--- src/rtl/canbac_pkg.sv ---
// Shared definitions for the sequential float32 n-th root unit:
// float32 constants and field layout, plus the controller state encoding.
package canbac_pkg;

  localparam int          BIAS = 127;
  localparam logic [31:0] QNAN = 32'h7FC0_0000;
  localparam logic [31:0] PINF = 32'h7F80_0000;
  localparam logic [31:0] NINF = 32'hFF80_0000;

  typedef struct packed {
    logic        sign;
    logic [7:0]  exp;
    logic [22:0] mant;
  } f32_t;

  typedef enum logic [2:0] {
    S_IDLE,
    S_DECODE,
    S_POW,
    S_CMP,
    S_PACK,
    S_DONE
  } state_t;

endpackage

--- src/rtl/nhan_fixed.sv ---
// Unsigned fixed-point multiply with INT_W integer and FRAC_W fraction bits;
// the product is truncated toward zero back to FRAC_W fraction bits.
module nhan_fixed #(
  parameter int INT_W  = 16,
  parameter int FRAC_W = 30
) (
  input  logic [INT_W+FRAC_W-1:0] a_i,
  input  logic [INT_W+FRAC_W-1:0] b_i,
  output logic [INT_W+FRAC_W-1:0] p_o
);

  localparam int W = INT_W + FRAC_W;

  logic [2*W-1:0] full;

  assign full = a_i * b_i;
  // Callers keep operands small enough that the integer part never overflows.
  assign p_o  = W'(full >> FRAC_W);

endmodule

--- src/rtl/canbac_n_seq.sv ---
// Sequential float32 n-th root: decodes y and n, extracts the root mantissa one
// bit at a time by raising trial values to the ni-th power on a shared multiplier.
module canbac_n_seq
  import canbac_pkg::*;
#(
  parameter int MAX_N  = 16,
  parameter int FRAC_W = 30
) (
  input  logic        clk,
  input  logic        rst,
  input  logic        start,
  input  logic [31:0] y,
  input  logic [31:0] n,
  output logic        busy,
  output logic        done,
  output logic [31:0] ketqua,
  output logic        loi
);

  localparam int W     = MAX_N + FRAC_W;
  localparam int NI_W  = $clog2(MAX_N + 1);
  localparam int PC_W  = $clog2(MAX_N);
  localparam int NUM_W = 8 + NI_W + 1;
  localparam int SH    = FRAC_W - 23;

  state_t          state_q, state_d;
  f32_t            y_q, y_d;
  f32_t            n_q, n_d;
  logic [NI_W-1:0] ni_q, ni_d;
  logic [7:0]      expo_q, expo_d;
  logic [W-1:0]    t_q, t_d;
  logic [W-1:0]    p_q, p_d;
  logic [23:0]     root_q, root_d;
  logic [4:0]      bit_q, bit_d;
  logic [PC_W-1:0] pcnt_q, pcnt_d;
  logic [31:0]     res_q, res_d;
  logic            res_loi_q, res_loi_d;
  logic [31:0]     ketqua_q, ketqua_d;
  logic            loi_q, loi_d;
  logic            done_q, done_d;

  // ---------------- decode of the latched operands ----------------
  logic [23:0]      n_full;
  logic [4:0]       n_k;
  logic [46:0]      n_shl;
  logic             n_valid;
  logic [NI_W-1:0]  ni_dec, div_n;
  logic             y_zero, y_inf, y_nan;
  logic [NUM_W-1:0] num, quo, rem;
  logic [7:0]       expo_dec;
  logic [NI_W-1:0]  r_dec;
  logic [W-1:0]     t_dec;
  logic             spec_hit, spec_loi;
  logic [31:0]      spec_res;

  assign n_full  = {1'b1, n_q.mant};
  assign n_k     = 5'(n_q.exp - 8'd127);
  // Integer part lands in [46:23], any fractional remainder in [22:0].
  assign n_shl   = {23'b0, n_full} << n_k;
  assign n_valid = !n_q.sign && (n_q.exp >= 8'd127) && (n_q.exp <= 8'd150)
                   && (n_shl[22:0] == 23'b0) && (n_shl[46:23] <= 24'(MAX_N));
  assign ni_dec  = NI_W'(n_shl[46:23]);
  assign div_n   = (ni_dec == '0) ? NI_W'(1) : ni_dec;

  assign y_zero = (y_q.exp == 8'd0);
  assign y_inf  = (y_q.exp == 8'hFF) && (y_q.mant == 23'b0);
  assign y_nan  = (y_q.exp == 8'hFF) && (y_q.mant != 23'b0);

  // Offsetting e by 128*ni keeps the dividend positive, so plain unsigned
  // division yields floor(e/ni)+128 and a remainder already in [0, ni).
  assign num      = NUM_W'(y_q.exp) + (NUM_W'(div_n) << 7) - NUM_W'(BIAS);
  assign quo      = num / NUM_W'(div_n);
  assign rem      = num % NUM_W'(div_n);
  assign expo_dec = 8'(quo - NUM_W'(1));
  assign r_dec    = NI_W'(rem);
  assign t_dec    = W'({1'b1, y_q.mant}) << (SH + int'(r_dec));

  always_comb begin
    spec_hit = 1'b1;
    spec_loi = 1'b0;
    spec_res = QNAN;
    if (!n_valid || y_nan) begin
      spec_loi = 1'b1;
    end else if (y_q.sign && !y_zero && !ni_dec[0]) begin
      spec_loi = 1'b1;
    end else if (y_zero) begin
      spec_res = {y_q.sign, 31'b0};
    end else if (y_inf) begin
      spec_res = y_q.sign ? NINF : PINF;
    end else if (ni_dec == NI_W'(1)) begin
      spec_res = y_q;
    end else begin
      spec_hit = 1'b0;
    end
  end

  // ---------------- root extraction datapath ----------------
  logic [23:0]  trial, root_nx, trial_nx;
  logic [W-1:0] c_fix, prod;

  assign trial    = root_q | (24'd1 << bit_q);
  assign c_fix    = W'(trial) << SH;
  assign root_nx  = (p_q <= t_q) ? trial : root_q;
  assign trial_nx = root_nx | (24'd1 << (bit_q - 5'd1));

  nhan_fixed #(
    .INT_W (MAX_N),
    .FRAC_W(FRAC_W)
  ) u_nhan (
    .a_i(p_q),
    .b_i(c_fix),
    .p_o(prod)
  );

  // ---------------- controller ----------------
  always_comb begin
    state_d   = state_q;
    y_d       = y_q;
    n_d       = n_q;
    ni_d      = ni_q;
    expo_d    = expo_q;
    t_d       = t_q;
    p_d       = p_q;
    root_d    = root_q;
    bit_d     = bit_q;
    pcnt_d    = pcnt_q;
    res_d     = res_q;
    res_loi_d = res_loi_q;
    ketqua_d  = ketqua_q;
    loi_d     = loi_q;
    done_d    = 1'b0;
    unique case (state_q)
      S_IDLE: begin
        if (start && !done_q) begin
          y_d     = y;
          n_d     = n;
          state_d = S_DECODE;
        end
      end
      S_DECODE: begin
        ni_d      = ni_dec;
        expo_d    = expo_dec;
        t_d       = t_dec;
        root_d    = 24'h80_0000;
        bit_d     = 5'd22;
        pcnt_d    = PC_W'(ni_dec - NI_W'(2));
        p_d       = W'(24'hC0_0000) << SH;
        res_d     = spec_res;
        res_loi_d = spec_loi;
        state_d   = spec_hit ? S_DONE : S_POW;
      end
      S_POW: begin
        p_d = prod;
        if (pcnt_q == '0) state_d = S_CMP;
        else              pcnt_d  = pcnt_q - PC_W'(1);
      end
      S_CMP: begin
        root_d = root_nx;
        if (bit_q == 5'd0) begin
          state_d = S_PACK;
        end else begin
          bit_d   = bit_q - 5'd1;
          pcnt_d  = PC_W'(ni_q - NI_W'(2));
          p_d     = W'(trial_nx) << SH;
          state_d = S_POW;
        end
      end
      S_PACK: begin
        res_d     = {y_q.sign, expo_q, root_q[22:0]};
        res_loi_d = 1'b0;
        state_d   = S_DONE;
      end
      S_DONE: begin
        ketqua_d = res_q;
        loi_d    = res_loi_q;
        done_d   = 1'b1;
        state_d  = S_IDLE;
      end
      default: state_d = S_IDLE;
    endcase
  end

  always_ff @(posedge clk or posedge rst) begin
    if (rst) begin
      state_q   <= S_IDLE;
      y_q       <= '0;
      n_q       <= '0;
      ni_q      <= '0;
      expo_q    <= '0;
      t_q       <= '0;
      p_q       <= '0;
      root_q    <= '0;
      bit_q     <= '0;
      pcnt_q    <= '0;
      res_q     <= '0;
      res_loi_q <= 1'b0;
      ketqua_q  <= '0;
      loi_q     <= 1'b0;
      done_q    <= 1'b0;
    end else begin
      state_q   <= state_d;
      y_q       <= y_d;
      n_q       <= n_d;
      ni_q      <= ni_d;
      expo_q    <= expo_d;
      t_q       <= t_d;
      p_q       <= p_d;
      root_q    <= root_d;
      bit_q     <= bit_d;
      pcnt_q    <= pcnt_d;
      res_q     <= res_d;
      res_loi_q <= res_loi_d;
      ketqua_q  <= ketqua_d;
      loi_q     <= loi_d;
      done_q    <= done_d;
    end
  end

  // busy stays up through the done pulse so a new request lands the cycle after.
  assign busy   = (state_q != S_IDLE) || done_q;
  assign done   = done_q;
  assign ketqua = ketqua_q;
  assign loi    = loi_q;

endmodule

--- config.mk ---
export PLATFORM = sky130hd
export DESIGN_NAME = canbac_n_seq
export DESIGN_NICKNAME = d
export VERILOG_FILES = /design/src/rtl/canbac_pkg.sv /design/src/rtl/nhan_fixed.sv /design/src/rtl/canbac_n_seq.sv
export SDC_FILE = /design/constraint.sdc
export NUM_CORES = 2
export LEC_CHECK = 0
export ABC_CLOCK_PERIOD_IN_PS = 69200
export BUFFER_PORTS_ARGS = -buffer_cell sky130_fd_sc_hd__buf_2
export CORE_UTILIZATION = 57
export DETAILED_ROUTE_END_ITERATION = 16
export HOLD_SLACK_MARGIN = 0.08
export PLACE_DENSITY_LB_ADDON = 0.1
export SYNTH_ARGS = -nofsm -noshare
export SYNTH_HDL_FRONTEND = slang
export SYNTH_SLANG_ARGS = --single-unit
--- constraint.sdc ---
create_clock -name clk -period 69.2 [get_ports clk]
set_input_delay 6.92 -clock clk [delete_from_list [all_inputs] [get_ports clk]]
set_output_delay 6.92 -clock clk [all_outputs]
set_load 0.05 [all_outputs]
==> Word level (Yosys, flattened, before mapping) <==
Cells that the tools add are included.
{ "classes": {"n_div": 2, "bitwise_logic": 2, "muxes": 31, "reduce_logical": 33, "n_eq_ne": 11, "n_shift": 4, "mul": 1, "add_sub_neg": 9, "magnitude_cmp": 4} }
{ "op_table": {"columns": ["operator", "n"], "rows": [
  ["32-bit two-way mux", 6],
  ["46-bit case mux with 3 select lines", 1],
  ["46-bit by 24-bit multiplier with 69-bit output", 1],
  ["32-bit case mux with 2 select lines", 1],
  ["24-bit OR", 2],
  ["24-bit case mux with 2 select lines", 1],
  ["1-bit by 5-bit << shifter with 24-bit output, first input constant", 2],
  ["24-bit by 5-bit << shifter with 47-bit output", 1],
  ["46-bit less-or-equal comparator", 1],
  ["23-bit zero test", 2],
  ["46-bit two-way mux", 1],
  ["24-bit by 6-bit << shifter with 46-bit output", 1],
  ["24-bit by 5-bit less-or-equal comparator with 1-bit output, second input constant", 1],
  ["24-bit two-way mux", 1],
  ["23-bit nonzero test", 1],
  ["3-bit case mux with 5 select lines", 1],
  ["14-bit by 5-bit divider with 14-bit output", 1],
  ["14-bit by 5-bit modulo with 14-bit output", 1],
  ["13-bit by 7-bit subtractor with 14-bit output, second input constant", 1],
  ["8-bit by 12-bit adder with 13-bit output", 1],
  ["3-bit two-way mux", 4],
  ["4-bit case mux with 3 select lines", 1],
  ["5-bit zero test", 2],
  ["5-bit two-way mux", 2],
  ["other kinds (28)", 60]
]} }
{ "totals": {"reg_bits": 271} }

==> Depth between registers and ports, before layout <==
{ "logic_depth": {"word_depth": 10, "depth_mapped": 173, "ltp_nobuf": 162} }

==> Modules after synthesis <==
Synthesis repeated with hierarchy kept, for this count alone.
{ "unflattened": {"cells_unflattened": 9225, "area_unflattened_um2": 82549.2} }
{ "modules_own_cells": {"columns": ["module", "cells_per_inst", "area_per_inst_um2", "seq_area_each_um2", "instances"], "rows": [
  ["nhan_fixed", 6904, 61730.5, 0.0, 1],
  ["canbac_n_seq", 2321, 20818.7, 6781.5, 1]
]} }

==> Worst setup path after synthesis <==
OpenSTA, ideal clock, no wires.
{ "synth_path": {"path_type": "reg-to-reg", "from": "register n_q[23] (netlist bit)", "to": "register t_q[44]", "setup_ns": 0.129, "required_ns": 69.071, "t_arrival_ns": 30.549, "synth_period_minus_slack_ns": 30.679, "slack_ns": 38.521, "path_stages_with_launch": 171, "cell_sequence": "dfrtp_1 > buf_6 > inv_1 > buf_4 > ha_1 > buf_4 > buf_2 > clkbuf_1 > mux2_2 > o21ai_0 > nor2_1 > a21oi_1 > a21oi_1 > mux2i_1 > nand3_1 > nor2_1 > nor2_1 > ha_1 > [... 135 more ...] > o21ai_0 > nand2b_1 > nor2b_1 > mux2i_1 > a2111oi_4 > nand2_2 > clkinv_1 > mux2i_1 > ha_1 > buf_4 > inv_2 > clkbuf_1 > o221ai_1 > nand2_1 > nor2_1 > mux2i_1 > nor2_1 > o41a_1"} }
{ "synth_via": {"elab_chain_cells": 9} }
{ "synth_lines": {"columns": ["item", "line_no", "source"], "rows": [
  ["start: declaration", "canbac_n_seq.sv:28", "f32_t n_q, n_d;"],
  ["start signal: assignment", "canbac_n_seq.sv:203", "n_q <= n_d;"],
  ["5-bit subtractor (*)", "canbac_n_seq.sv:57", "assign n_k = 5'(n_q.exp - 8'd127);"],
  ["24-bit by 5-bit << shifter with 47-bit output (*)", "canbac_n_seq.sv:59", "assign n_shl = {23'b0, n_full} << n_k;"],
  ["5-bit zero test", "canbac_n_seq.sv:63", "assign div_n = (ni_dec == '0) ? NI_W'(1) : ni_dec;"],
  ["5-bit two-way mux (*)", "canbac_n_seq.sv:63", null],
  ["8-bit by 12-bit adder with 13-bit output", "canbac_n_seq.sv:71", "assign num = NUM_W'(y_q.exp) + (NUM_W'(div_n) << 7) - NUM_W'(BIAS);"],
  ["13-bit by 7-bit subtractor with 14-bit output", "canbac_n_seq.sv:71", null],
  ["14-bit by 5-bit modulo with 14-bit output (*)", "canbac_n_seq.sv:73", "assign rem = num % NUM_W'(div_n);"],
  ["3-bit by 5-bit adder with 6-bit output (*)", "canbac_n_seq.sv:76", "assign t_dec = W'({1'b1, y_q.mant}) << (SH + int'(r_dec));"],
  ["24-bit by 6-bit << shifter with 46-bit output (*)", "canbac_n_seq.sv:76", null],
  ["end signal: assignment", "canbac_n_seq.sv:206", "t_q <= t_d;"],
  ["end: declaration", "canbac_n_seq.sv:31", "logic [W-1:0] t_q, t_d;"]
]} }
Every way passes the cells marked *; elsewhere a longest branch is shown, timed or not.
A chain may end at the register's enable or synchronous reset.

==> Worst setup path after layout <==
Same ends and word-level chain as after synthesis.

==> metrics.md <==
| Metric | Value |
|---|---|
| Register area | `0.00678 sq mm` |
| Post-cts repair resize count | `0` |
| Number of enable flip-flop cells after synthesis | `0` |
| Tmin final | `36.90 ns` |
| Clock Latency Late Sink | `0.60 ns` |
| CTS Hold Bufs | `0` |
| Slowest cell on the critical path | `dfrtp_1` |
| Drt wl/cell | `22.6 microns` |
| Clock Path Buffers | `3` |
| First-pass iteration count of the detailed router | `6` |
| CTS tree | `built` |
| Hpwl dp | `120 mm` |
| First-pass GRT wire length | `260 mm` |
| Layout cells sized above 1 | `0.0734` |
| Sequential cell area fraction in the yosys report | `0.127` |
| CTS Root Buffer Type | `clkbuf_16` |
| Via/cell ratio | `5.93` |
| Crit start category | `flip-flop` |
| Clk_skew | `0.0200 ns` |
| Average size of a mapped cell | `8.79 sq um` |
| Critical Path AT | `37.37 ns` |
| Area leader, netlist | `fa_1` |
| CP endpoint kind | `flip-flop` |
| Yosys top cell area share | `0.363` |
| Postcts setup bufs | `0` |
| GR Overflow Total | `0` |
| Initial Util | `0.578` |
| Met2 Use GR | `0.572` |
| CTS buffer count | `29` |
| Syn Nets | `7,412` |
| Slew Limit Fails | `0` |
| Initial drt markers | `3,739` |
| Final Hold Viols | `0` |
| CP required | `69.67 ns` |
| Async SR Flop Fraction | `1.00` |
| Site Rows | `111` |
| Initial antenna violation count | `2` |
| Total Routing Usage GR | `0.357` |
| Hold/Removal Path Class | `flip-flop to flip-flop` |
| Worst Path Buf+Inv | `13` |
| Synth-to-Final Area Change | `4.67%` |
| Distinct cell type count after synthesis | `117` |
| Multi-input gate area | `0.0413 sq mm` |
| Commonest non-fill, non-tap cell in the layout | `nand2_1` |
| Rel. slew slack | `0.284` |
| Sink Count | `271` |
| DRC Markers | `0` |
| Synth Cell Area | `0.0532 sq mm` |
| Die height | `308 microns` |
| Grt met3 use | `0.0582` |
| Final setup TNS | `0 ns` |
| Critical path type | `flip-flop to flip-flop` |
| Clock slew at reported path FFs | `0.06 ns` |
| Prevailing post-synth register cell | `dfrtp_1` |
| CP max stage delay | `1.00 ns` |
| Gate Count Post-Synth | `6,056` |
| Worst-margin pin slew | `1.06 ns` |
| Horiz. Die Dim | `308 microns` |
| Status | `finished clean` |
| Max-cap violations | `0` |
| RSZ-0062 raised after global routing | `no` |
| Ratio of final minimum period to clock period | `0.533` |
| Vias | `42,800` |
| GR peak layer | `met2` |
| Largest net degree at the start of global routing | `169` |
| Vias in the first global route | `44,500` |
| Most frequent cells in the layout | `1,147 x nand2_1, 1,017 x inv_1, 965 x fa_1` |
| Dominant cells by area after synthesis | `fa_1 36%, dfrtp_1 13%, nand2_1 8.1%` |
| Fmax | `27.1 MHz` |
| CP top delay family | `compound AO/OA/AOI/OAI gates` |
| Synth warn | `0` |
| Buffers on Ports | `101` |
| Gpl congestion | `0.959` |
| Boundary Pins | `102` |
| Final setup viols | `0` |
| Core Area | `0.0921 sq mm` |
| H-tree depth | `1` |
| Crit-path max FO | `45` |
| Met1 global-route usage | `0.497` |
| Post-DRT Antenna Nets | `0` |
| Register bit total from synthesis | `271` |
| Worst path most repeated cell | `o21a_1` |
| Fin nets | `7,300` |
| FILL cells | `8,167` |
| Final wirelength | `163 mm` |
| Die area | `0.0946 sq mm` |
[through the flow]
| stage | utilization | instance area, sq um | setup slack (ns) | hold slack [ns] | instances |
|---|---|---|---|---|---|
| floorplan | - | 53200 | 38.52 | 0.439 | 6056 |
| global placement | 0.594 | 54700 | 33.71 | 0.451 | 7156 |
| detailed placement | 0.594 | 54700 | 32.92 | 0.454 | 7156 |
| CTS | 0.605 | 55700 | 32.78 | 0.471 | 7208 |
| global route | 0.605 | 55700 | 28.87 | 0.501 | 7208 |
| finish | 0.605 | 55700 | 32.30 | 0.466 | 7210 |
[cell families (layout without fill, tap and decap cells)]
logic type               after synthesis  count (layout)  synth area share
AO/OA/AOI/OAI                        761             761             0.103
XOR/XNOR                             103             103            0.0173
adder cells (fa/ha/maj)             1289            1289             0.439
buffers and inverters               1367            1276            0.0983
flip-flops                           271             271             0.127
multiplexers                         165             165            0.0359
other                                  0               2                 0
AND/OR/NAND/NOR                     2100            2100             0.179
[area by class of cell]
class / count / area share
tap: 1243 / 0.0279
sequential: 271 / 0.122
inverter: 1023 / 0.0691
antenna: 2 / 0.0000899
multi-input combinational: 4418 / 0.741
clock inverter: 10 / 0.00218
timing repair buffer: 201 / 0.0228
clock buffer: 42 / 0.0153
[Yosys cell counts (all sizes together) (12+ instances only)]
master   count
xor2        41
o21a        40
nor2       279
nor4        22
dfrtp      271
a31oi       23
nand3       62
clkbuf     278
or2         13
a22oi       24
nand4       29
o221ai      47
o2111ai     39
buf         66
inv       1020
o21ai      139
nor3        71
a221o       12
a22o        27
o31ai       13
nand2b      29
and2       320
o22ai       19
mux2i       66
and3        22
nor2b       59
o211ai      27
a21o        64
nand2     1150
a21oi      151
mux2        90
fa         965
ha         324
xnor2       62
a211oi      25
[state kept, by name, summed over array words and instances, names as in the netlist, 5 cells and up]
name and count:
bit_q 5, expo_q 8, ketqua 32, n_full 23, n_q 9, p_q 46, res_q 32, root_q 24
t_q 46, y_q 32
[tightest hold or removal path: cells and delay by family, from the launching register on]
family        cells  cell delay, ns
flops             1            0.34
simple gates      2            0.10
[metal layers]
| layer | share of wire | up-vias | routed length, microns |
|---|---|---|---|
| li1 | - | 18800 | - |
| met1 | 0.42 | 21600 | 68000 |
| met2 | 0.46 | 1875 | 74800 |
| met3 | 0.085 | 395 | 13900 |
| met4 | 0.038 | 0 | 6190 |
| met5 | 0 | - | 0 |
[final timing paths]
| kind | startpoint | to | slack, ns | depth (start not counted) |
|---|---|---|---|---|
| max in group asynchronous | rst | y_q[22]$_DFFE_PP0P_ | 61.18 | 3 |
| min in group asynchronous | rst | n_full[17]$_DFFE_PP0P_ | 6.48 | 2 |
| min | res_q[26]$_DFFE_PP0P_ | ketqua[26]$_DFFE_PP0P_ | 0.47 | 2 |
| max reg2reg | n_q[23]$_DFFE_PP0P_ | t_q[44]$_DFFE_PP0N_ | 32.30 | 162 |
| min reg2reg | res_q[26]$_DFFE_PP0P_ | ketqua[26]$_DFFE_PP0P_ | 0.47 | 2 |
| max | n_q[23]$_DFFE_PP0P_ | t_q[44]$_DFFE_PP0N_ | 32.30 | 162 |
Power is left out: the tool's default activity adds up to more than one toggle a clock period on the data nets, which glitch-free logic cannot reach.
